===== src/rtl/imem_loader_if.sv =====
// rtl/imem_loader_if.sv - byte stream in and instruction-memory write port out of the loader
interface imem_loader_if #(
    parameter int ADDR_W = 20,
    parameter int DATA_W = 16
);
    logic [7:0]        in_byte;
    logic              in_valid;
    logic              in_ready;
    logic              mem_we;
    logic [ADDR_W-1:0] mem_addr;
    logic [DATA_W-1:0] mem_wdata;

    modport slave (
        input  in_byte, in_valid,
        output in_ready, mem_we, mem_addr, mem_wdata
    );

    modport master (
        output in_byte, in_valid,
        input  in_ready, mem_we, mem_addr, mem_wdata
    );
endinterface


===== src/rtl/imem_loader.sv =====
// rtl/imem_loader.sv - framed byte-stream program loader writing big-endian words into instruction memory
module imem_loader #(
    parameter int ADDR_W    = 20,
    parameter int DATA_W    = 16,
    parameter int BASE_ADDR = 32,
    parameter int TIMEOUT   = 1024
) (
    input  logic         clk,
    input  logic         reset,
    input  logic         start,
    input  logic         vec_sel,
    imem_loader_if.slave bus,
    output logic         busy,
    output logic         cpu_hold,
    output logic         done,
    output logic         err
);
    localparam int SUM_W = ((ADDR_W > 16) ? ADDR_W : 16) + 1;
    localparam int TMO_W = $clog2(TIMEOUT + 1);

    typedef enum logic [2:0] {
        S_IDLE, S_CNT_HI, S_CNT_LO, S_DAT_HI, S_DAT_LO, S_CHK, S_DONE, S_ERR
    } state_t;

    state_t             r_state;
    state_t             w_next;
    logic [7:0]         r_cnt_hi;
    logic [15:0]        r_n;
    logic [15:0]        r_wcnt;
    logic [ADDR_W-1:0]  r_addr;
    logic [7:0]         r_hi;
    logic [7:0]         r_csum;
    logic [TMO_W-1:0]   r_tmo;
    logic               r_mem_we;
    logic [ADDR_W-1:0]  r_mem_addr;
    logic [DATA_W-1:0]  r_mem_wdata;
    logic               r_done;
    logic               r_err;

    logic               w_ready;
    logic               w_busy;
    logic               w_accept;
    logic [15:0]        w_n;
    logic [SUM_W-1:0]   w_end;
    logic [SUM_W-1:0]   w_limit;
    logic               w_range_err;
    logic               w_last;
    logic               w_timeout;
    logic [ADDR_W-1:0]  w_base;

    assign w_accept    = bus.in_valid & w_ready;
    assign w_n         = {r_cnt_hi, bus.in_byte};
    assign w_base      = vec_sel ? '0 : ADDR_W'(BASE_ADDR);
    // r_addr still holds the base while the count is being completed
    assign w_end       = SUM_W'(r_addr) + SUM_W'(w_n);
    assign w_limit     = SUM_W'(1) << ADDR_W;
    assign w_range_err = (w_end > w_limit);
    assign w_last      = ((r_wcnt + 16'd1) == r_n);
    assign w_timeout   = w_ready & ~bus.in_valid & (r_tmo == TMO_W'(TIMEOUT - 1));

    always_ff @(posedge clk or negedge reset) begin
        if (!reset) begin
            r_state <= S_IDLE;
        end else begin
            r_state <= w_next;
        end
    end

    always_comb begin
        w_next = r_state;
        case (r_state)
            S_IDLE:   if (start) w_next = S_CNT_HI;
            S_CNT_HI: if (w_accept) w_next = S_CNT_LO;
            S_CNT_LO: begin
                if (w_accept) begin
                    if (w_range_err)     w_next = S_ERR;
                    else if (w_n == '0)  w_next = S_CHK;
                    else                 w_next = S_DAT_HI;
                end
            end
            S_DAT_HI: if (w_accept) w_next = S_DAT_LO;
            S_DAT_LO: if (w_accept) w_next = w_last ? S_CHK : S_DAT_HI;
            S_CHK:    if (w_accept) w_next = (bus.in_byte == r_csum) ? S_DONE : S_ERR;
            S_DONE:   w_next = S_IDLE;
            S_ERR:    w_next = S_IDLE;
            default:  w_next = S_IDLE;
        endcase
        if (w_timeout) w_next = S_ERR;
    end

    always_comb begin
        w_ready = 1'b0;
        w_busy  = 1'b0;
        case (r_state)
            S_CNT_HI, S_CNT_LO, S_DAT_HI, S_DAT_LO, S_CHK: begin
                w_ready = 1'b1;
                w_busy  = 1'b1;
            end
            S_DONE, S_ERR: w_busy = 1'b1;
            default: ;
        endcase
    end

    always_ff @(posedge clk or negedge reset) begin
        if (!reset) begin
            r_cnt_hi    <= '0;
            r_n         <= '0;
            r_wcnt      <= '0;
            r_addr      <= '0;
            r_hi        <= '0;
            r_csum      <= '0;
            r_tmo       <= '0;
            r_mem_we    <= 1'b0;
            r_mem_addr  <= '0;
            r_mem_wdata <= '0;
            r_done      <= 1'b0;
            r_err       <= 1'b0;
        end else begin
            r_mem_we <= 1'b0;
            if (r_state == S_IDLE || w_accept) begin
                r_tmo <= '0;
            end else if (w_ready) begin
                r_tmo <= r_tmo + TMO_W'(1);
            end
            case (r_state)
                S_IDLE: begin
                    if (start) begin
                        r_done <= 1'b0;
                        r_err  <= 1'b0;
                        r_addr <= w_base;
                        r_wcnt <= '0;
                        r_csum <= '0;
                    end
                end
                S_CNT_HI: if (w_accept) r_cnt_hi <= bus.in_byte;
                S_CNT_LO: if (w_accept) r_n <= w_n;
                S_DAT_HI: begin
                    if (w_accept) begin
                        r_hi   <= bus.in_byte;
                        r_csum <= r_csum ^ bus.in_byte;
                    end
                end
                S_DAT_LO: begin
                    // write is registered so the next byte can be taken without a stall
                    if (w_accept) begin
                        r_csum      <= r_csum ^ bus.in_byte;
                        r_mem_we    <= 1'b1;
                        r_mem_addr  <= r_addr;
                        r_mem_wdata <= DATA_W'({r_hi, bus.in_byte});
                        r_addr      <= r_addr + ADDR_W'(1);
                        r_wcnt      <= r_wcnt + 16'd1;
                    end
                end
                S_DONE: r_done <= 1'b1;
                S_ERR:  r_err  <= 1'b1;
                default: ;
            endcase
        end
    end

    assign bus.in_ready  = w_ready;
    assign bus.mem_we    = r_mem_we;
    assign bus.mem_addr  = r_mem_addr;
    assign bus.mem_wdata = r_mem_wdata;
    assign busy          = w_busy;
    assign cpu_hold      = w_busy;
    assign done          = r_done;
    assign err           = r_err;
endmodule


===== src/flat_wrapper.sv =====
// flat-port wrapper written by rule: the top's interface ports become plain ports
module imem_loader_flat 
#(
    parameter int ADDR_W    = 20,
    parameter int DATA_W    = 16,
    parameter int BASE_ADDR = 32,
    parameter int TIMEOUT   = 1024
)
  (clk, reset, start, vec_sel, busy, cpu_hold, done, err, bus_in_byte, bus_in_valid, bus_in_ready, bus_mem_we, bus_mem_addr, bus_mem_wdata);
  imem_loader_if #(.ADDR_W(ADDR_W), .DATA_W(DATA_W)) bus_i ();
  input  logic clk;
  input  logic reset;
  input  logic start;
  input  logic vec_sel;
  output logic busy;
  output logic cpu_hold;
  output logic done;
  output logic err;
  input wire logic [$bits(bus_i.in_byte)-1:0] bus_in_byte;
  input wire logic [$bits(bus_i.in_valid)-1:0] bus_in_valid;
  output wire logic [$bits(bus_i.in_ready)-1:0] bus_in_ready;
  output wire logic [$bits(bus_i.mem_we)-1:0] bus_mem_we;
  output wire logic [$bits(bus_i.mem_addr)-1:0] bus_mem_addr;
  output wire logic [$bits(bus_i.mem_wdata)-1:0] bus_mem_wdata;
  assign bus_i.in_byte = bus_in_byte;
  assign bus_i.in_valid = bus_in_valid;
  assign bus_in_ready = bus_i.in_ready;
  assign bus_mem_we = bus_i.mem_we;
  assign bus_mem_addr = bus_i.mem_addr;
  assign bus_mem_wdata = bus_i.mem_wdata;
  imem_loader #(.ADDR_W(ADDR_W), .DATA_W(DATA_W), .BASE_ADDR(BASE_ADDR), .TIMEOUT(TIMEOUT)) u_core (.clk(clk), .reset(reset), .start(start), .vec_sel(vec_sel), .bus(bus_i), .busy(busy), .cpu_hold(cpu_hold), .done(done), .err(err));
endmodule

===== config.mk =====
export PLATFORM = sky130hd
export DESIGN_NAME = imem_loader_flat
export DESIGN_NICKNAME = d
export VERILOG_FILES = /design/src/rtl/imem_loader_if.sv /design/src/rtl/imem_loader.sv /design/src/flat_wrapper.sv
export SDC_FILE = /design/constraint.sdc
export NUM_CORES = 1
export LEC_CHECK = 0
export ABC_CLOCK_PERIOD_IN_PS = 3000
export CORE_MARGIN = 2
export CORE_UTILIZATION = 40
export CTS_CLUSTER_SIZE = 40
export DETAILED_ROUTE_END_ITERATION = 8
export MAX_ROUTING_LAYER = met4
export SKIP_CTS_REPAIR_TIMING = 1
export SLEW_MARGIN = 0
export SYNTH_ARGS = -nofsm -noshare
export SYNTH_HDL_FRONTEND = slang
export SYNTH_SLANG_ARGS = --single-unit

===== constraint.sdc =====
create_clock -name clk -period 3 [get_ports clk]
set_input_delay 0.75 -clock clk [delete_from_list [all_inputs] [get_ports clk]]
set_output_delay 0.75 -clock clk [all_outputs]
set_load 0.01 [all_outputs]

==> impl_metrics.env, run 1 <==
export IMPL_synth_nets=842
export IMPL_hold_violations=0
export IMPL_fin_crit_ns=2.92
export IMPL_yosysWarnings=0
export IMPL_clk_pin_slew_ns=0.07
export IMPL_cts_tree="done"
export IMPL_wl_um=20100
export IMPL_die_x_um=139
export IMPL_grt_start_max_net_pins=57
export IMPL_hpwl_um=14400
export IMPL_design_area_mm2=0.00917
export IMPL_drive_above_1_share_pct=18.6
export IMPL_pwr_density_cell_mw_per_mm2=772
export IMPL_pin_count=55
export IMPL_syn_inst=809
export IMPL_worstPathMaxFanout=7
export IMPL_gr_total_overflow=0
export IMPL_first_pass_iters=5
export IMPL_p_leak_nw=4.12
export IMPL_ys_ff_latch=129
export IMPL_grt_pass1_vias=5991
export IMPL_grt_antenna_before_repair=2
export IMPL_yosys_top_cells_count="nand2_1, dfrtp_1, nor2_1, o21ai_0"
export IMPL_power_frac_seq_pct=35.7
export IMPL_start_util_pct=40.8
export IMPL_synth_edff_count=0
export IMPL_irDropWorstVdd_mv=0.460
export IMPL_path_class="flop to flop"
export IMPL_cell_internal_pwr_w=0.00448
export IMPL_pwr_share_clk_pct=28.9
export IMPL_setup_violations=0
export IMPL_fin_cells=1145
export IMPL_tightest_slew_ns=1.10
export IMPL_worst_clock_skew_ns=0.00758
export IMPL_synth_seq_area_share_pct=44.0
export IMPL_r2r_setup_slack_ns=0.08
export IMPL_r2r_end="u_core.r_state[2]$_DFFE_PN0P_"
export IMPL_htreeDepth=4
export IMPL_areaGrowthSynthToFinish_pct=25.0
export IMPL_avgViaCountPerCell=5.39
export IMPL_fin_util_pct=51.1
export IMPL_power_w=0.00708
export IMPL_gp_congestion=0.960
export IMPL_yosys_area_top_type="dfrtp_1"
export IMPL_post_dp_cell_area_mm2=0.00845
export IMPL_endpoint_kind="flop"
export IMPL_cts_buffers=17
export IMPL_synth_area_mm2=0.00734
export IMPL_async_flop_share_pct=100
export IMPL_grt_pass1_wl_um=32300
export IMPL_ys_flop_type="dfrtp_1"
export IMPL_core_area_mm2=0.0180
export IMPL_reg2reg_depth=8
export IMPL_yosysUniqueCellTypes=72
export IMPL_worstPathRequired_ns=3.31
export IMPL_cap_violations=0
export IMPL_switching_power_w=0.00260
export IMPL_synthMostInstantiatedCell="nand2_1"
export IMPL_drc=0
export IMPL_antenna_cells=0
export IMPL_post_route_period_util_pct=97.4
export IMPL_die_h_um=139
export IMPL_hp_class="input pin to asynchronous set/reset pin"
export IMPL_ant_nets=0
export IMPL_die_area_mm2=0.0194
export IMPL_fmax_mhz=342
export IMPL_place_inst=1112
export IMPL_clk_latency_ns=0.43
export IMPL_netlist_top_cells_area="dfrtp_1, nand2_1, mux2_2, xnor2_1, o21ai_0"
export IMPL_root_buffer="clkbuf_16"
export IMPL_synth_area_per_cell_um2=9.07
export IMPL_relSlewSlack_pct=26.7
export IMPL_comb_power_share_pct=35.4
export IMPL_nNetsFinal=936
export IMPL_netSwitchingFraction_pct=36.7
export IMPL_grt_use_total_pct=21.8
export IMPL_io_buffer_count=54
export IMPL_clockBufferDepth=2
export IMPL_r2r_start="u_core.r_cnt_hi[2]$_DFFE_PN0P_"
export IMPL_wl_per_cell_um=17.5
export IMPL_vias=6169
export IMPL_cts_sinks=129
export IMPL_rows=49
export IMPL_yosysTopAreaCellShare_pct=44.0
export IMPL_startpoint_type="flop"
export IMPL_crit_arrival_ns=3.24
export IMPL_drt_iter0_drc=525
export IMPL_status="finished, final reports clean"
export IMPL_maxSlewViolCount=0
-- worst max-delay path, stage by stage (launching register included) --
cell and delay [ns]:
dfrtp_1 0.43, ha_1 0.45, nand4_1 0.29, a211oi_4 0.41, nor3_2 0.10, mux4_2 0.38, or4b_1 0.46, nor4_2 0.17
o31ai_1 0.09
-- worst max-delay path by stage --
| stage | startpoint | end | depth (start not counted) |
|---|---|---|---|
| after floorplan | bus_in_byte[0] | u_core.r_state[1]$_DFFE_PN0P_ | 10 |
| after global placement | bus_in_byte[4] | u_core.r_state[1]$_DFFE_PN0P_ | 11 |
| after detailed placement | bus_in_byte[4] | u_core.r_state[2]$_DFFE_PN0P_ | 11 |
| after CTS | bus_in_byte[4] | u_core.r_state[2]$_DFFE_PN0P_ | 11 |
| after global routing | u_core.r_cnt_hi[2]$_DFFE_PN0P_ | u_core.r_state[2]$_DFFE_PN0P_ | 9 |
| final | u_core.r_cnt_hi[2]$_DFFE_PN0P_ | u_core.r_state[2]$_DFFE_PN0P_ | 8 |
-- through the flow --
stage               setup WS [ns]  setup TNS, ns  hold slack (ns)
floorplan                   0.115              0            0.433
global placement           -0.750          -1.50            0.442
detailed placement         -0.750          -1.50            0.449
CTS                        -0.313         -0.637            0.265
global route              -0.0683         -0.106            0.267
finish                     0.0765              0            0.239
-- cells in the final DEF (no fill, tap or decap), types with 6 or more instances in the layout --
cell,Yosys,final
a21o_1,6,6
a21oi_1,26,24
a31oi_1,9,9
and3_1,9,9
buf_4,4,62
clkbuf_16,0,17
clkdlybuf4s50_1,0,45
dfrtp_1,129,129
dlymetal6s2s_1,0,6
ha_1,19,13
inv_1,11,11
inv_8,0,7
mux2_2,32,32
nand2_1,174,173
nand2b_1,19,19
nand3_1,27,27
nand4_1,15,15
nor2_1,61,61
nor3_1,19,17
nor4_1,9,8
o21ai_0,54,54
xnor2_1,32,32
xor2_1,30,30
-- power by group through the flow --
stage / logic, W / clock network [W] / registers (W)
floorplan: 0.00151 / 0 / 0.00248
global placement: 0.00246 / 0 / 0.00254
detailed placement: 0.00246 / 0 / 0.00255
CTS: 0.00247 / 0.00208 / 0.00252
global route: 0.00277 / 0.00216 / 0.00258
finish: 0.00251 / 0.00204 / 0.00252
-- flip-flops by register name, indices dropped and copies added, names as in the netlist --
signal / cells
u_core.r_hi: 8
u_core.r_n: 16
u_core.bus.mem_we: 1
u_core.bus.mem_addr: 20
u_core.r_cnt_hi: 8
u_core.r_state: 3
u_core.r_addr: 20
u_core.r_tmo: 11
u_core.err: 1
u_core.r_wcnt: 16
u_core.r_csum: 8
u_core.bus.mem_wdata: 16
u_core.done: 1
-- cell families (layout without fill, tap and decap cells) --
| logic type | after synthesis | in the layout | share of synthesized area, % |
|---|---|---|---|
| simple gates | 370 | 370 | 23.9 |
| compound gates | 137 | 137 | 12.0 |
| flops | 129 | 129 | 44.0 |
| xor+xnor | 62 | 62 | 7.40 |
| buf+inv | 53 | 160 | 3.19 |
| mux | 38 | 38 | 5.95 |
| fa+ha+maj | 20 | 20 | 3.51 |
-- per-layer routing --
| metal | vias to the layer above | global-route usage [%] | part of all wire [%] |
|---|---|---|---|
| met3 | 29 | 4.03 | 3.4 |
| met1 | 3006 | 28.6 | 46 |
| met2 | 135 | 34.1 | 48 |
| met4 | 0 | 7.55 | 2.2 |
| li1 | 2999 | - | - |
| met5 | - | - | 0 |
-- final cells by class --
class | count | area, um^2
Multi-Input combinational cell | 627 | 4000
Clock inverter | 15 | 155
Fill cell | 1677 | 8790
Inverter | 11 | 41.3
Timing Repair Buffer | 117 | 1030
Tap cell | 229 | 287
Sequential cell | 129 | 3230
Clock buffer | 17 | 425
No activity file was read; power rests on OpenSTA's default activity.
==> run 2: changes to the inputs <==
CTS_BUF_LIST = sky130_fd_sc_hd__clkbuf_16   (was default)
==> results of run 2 <==
Same layout as run 1: the final DEF is identical, and so are final timing and power.
==> run 3: changes to the inputs <==
CELL_PAD_IN_SITES_DETAIL_PLACEMENT = 1   (was default)
CELL_PAD_IN_SITES_GLOBAL_PLACEMENT = 2   (was default)
CORE_UTILIZATION = 37   (was 40)
PLACE_DENSITY_LB_ADDON = 0.1   (was default)
==> run 3 against run 2 <==
Compared with the run above: fmax is 2.8% higher; global-route usage is 2.8 points higher; sequential share of layout area is 0.34 points lower; register-to-register slack better by 0.08 ns; count of clock-buffer cells in the layout stayed put; clock skew hardly changed; highest routed layer unchanged.
==> impl_metrics.env, run 3 (synthesis gave the netlist of run 1 again) <==
export IMPL_status="finished, final reports clean"
export IMPL_worstPathRequired_ns=3.28
export IMPL_vias=6366
export IMPL_wl_um=23700
export IMPL_path_class="flop to flop"
export IMPL_drc=0
export IMPL_post_route_period_util_pct=94.8
export IMPL_post_dp_cell_area_mm2=0.00854
export IMPL_rows=51
export IMPL_hold_violations=0
export IMPL_htreeDepth=4
export IMPL_pin_count=55
export IMPL_critPathMaxStageDelay_ns=0.47
export IMPL_first_pass_iters=4
export IMPL_setup_violations=0
export IMPL_relSlewSlack_pct=20.0
export IMPL_avgViaCountPerCell=5.37
export IMPL_hp_class="input pin to asynchronous set/reset pin"
export IMPL_grt_pass1_vias=6806
export IMPL_cts_sinks=129
export IMPL_core_area_mm2=0.0195
export IMPL_clk_latency_ns=0.42
export IMPL_worstPathMaxFanout=7
export IMPL_antenna_cells=0
export IMPL_cts_buffers=17
export IMPL_die_area_mm2=0.0210
export IMPL_root_buffer="clkbuf_16"
export IMPL_hpwl_um=17900
export IMPL_endpoint_kind="flop"
export IMPL_ant_nets=0
export IMPL_nNetsFinal=940
export IMPL_crit_family="simple AND/OR/NAND/NOR gates"
export IMPL_grt_use_total_pct=24.6
export IMPL_fmax_mhz=352
export IMPL_startpoint_type="flop"
export IMPL_drt_iter0_drc=301
export IMPL_pwr_density_cell_mw_per_mm2=786
export IMPL_start_util_pct=37.7
export IMPL_final_cell_mix="nand2_1, dfrtp_1, buf_4"
export IMPL_grt_start_max_net_pins=50
export IMPL_grt_antenna_before_repair=2
export IMPL_path_buf_inv=0
export IMPL_gp_congestion=0.862
export IMPL_clockBufferDepth=2
export IMPL_irDropWorstVdd_mv=0.413
export IMPL_io_buffer_count=54
export IMPL_cts_tree="done"
export IMPL_cp_common_cell="nand4_1"
export IMPL_tightest_slew_ns=1.20
export IMPL_tns_ns=0
export IMPL_cp_slowest_cell="dfrtp_1"
export IMPL_maxSlewViolCount=0
export IMPL_crit_arrival_ns=3.13
export IMPL_crit_path_cell_trace="ha_1 > nand4_1 > o22ai_2 > or3_1 > a221oi_1 > nand4_1 > nor4_2 > o31ai_1"
export IMPL_wl_per_cell_um=20.0
export IMPL_power_w=0.00728
export IMPL_final_common_cell="nand2_1"
export IMPL_p_leak_nw=4.16
export IMPL_rsz0062_at_grt="false"
export IMPL_areaGrowthSynthToFinish_pct=26.2
export IMPL_clk_pin_slew_ns=0.06
export IMPL_die_x_um=145
export IMPL_fin_crit_ns=2.84
export IMPL_drive_above_1_share_pct=18.2
export IMPL_design_area_mm2=0.00926
export IMPL_gr_total_overflow=0
export IMPL_cap_violations=0
export IMPL_grt_pass1_wl_um=38000
export IMPL_worst_clock_skew_ns=0.00807
export IMPL_die_h_um=145
export IMPL_fill_cells=2252
run 3: cell count changes in the layout (fill, tap and decap cells not counted), sizes merged:
cell	change
inv	-8
buf	+4
clkbuf	-1
clkinv	+5
bufinv	+3
dlymetal6s2s	+1
run 3: layer usage:
layer  part of all wire [%]  global-route usage, %  vias up
li1                       -                      -     3018
met1                     45                   30.7     3229
met2                     50                   41.0       88
met3                    2.7                   4.44       31
met4                    2.1                   7.31        0
met5                      0                      -        -
run 3: worst paths after layout:
kind,start,end,slack [ns],cells past startpoint
setup / recovery,u_core.r_cnt_hi[1]$_DFFE_PN0P_,u_core.r_state[2]$_DFFE_PN0P_,0.16,8
hold / removal,reset,u_core.bus.mem_wdata[7]$_DFFE_PN0P_,0.33,1
setup reg to reg,u_core.r_cnt_hi[1]$_DFFE_PN0P_,u_core.r_state[2]$_DFFE_PN0P_,0.16,8
hold reg to reg,u_core.bus.mem_wdata[3]$_DFFE_PN0P_,u_core.bus.mem_wdata[3]$_DFFE_PN0P_,0.47,2
max in group asynchronous,reset,u_core.bus.mem_addr[2]$_DFFE_PN0P_,1.98,2
min in group clk,u_core.bus.mem_wdata[3]$_DFFE_PN0P_,u_core.bus.mem_wdata[3]$_DFFE_PN0P_,0.47,2
run 3: final cells by class:
type,instances,area [um^2],share of cell area (%)
clock buffer,17,425,4.59
timing repair buffer,121,1080,11.6
clock inverter,15,181,1.96
multi-input combinational,627,3980,42.9
sequential,129,3230,34.9
inverter,11,41.3,0.446
tap,265,332,3.58
run 3: stage by stage:
stage	hold slack [ns]	worst slack [ns]	cells	util, %
floorplan	0.433	0.115	809	-
global placement	0.446	-0.664	1152	43.9
detailed placement	0.462	-0.772	1152	43.9
CTS	0.336	-0.327	1184	47.0
global route	0.353	0.000673	1185	47.6
finish	0.329	0.157	1185	47.6
run 3: where the power goes:
group / total [W] / switching, W / internal, W
registers: 0.00260 / 0.000445 / 0.00216
logic: 0.00254 / 0.00134 / 0.00120
clock network: 0.00214 / 0.000827 / 0.00132
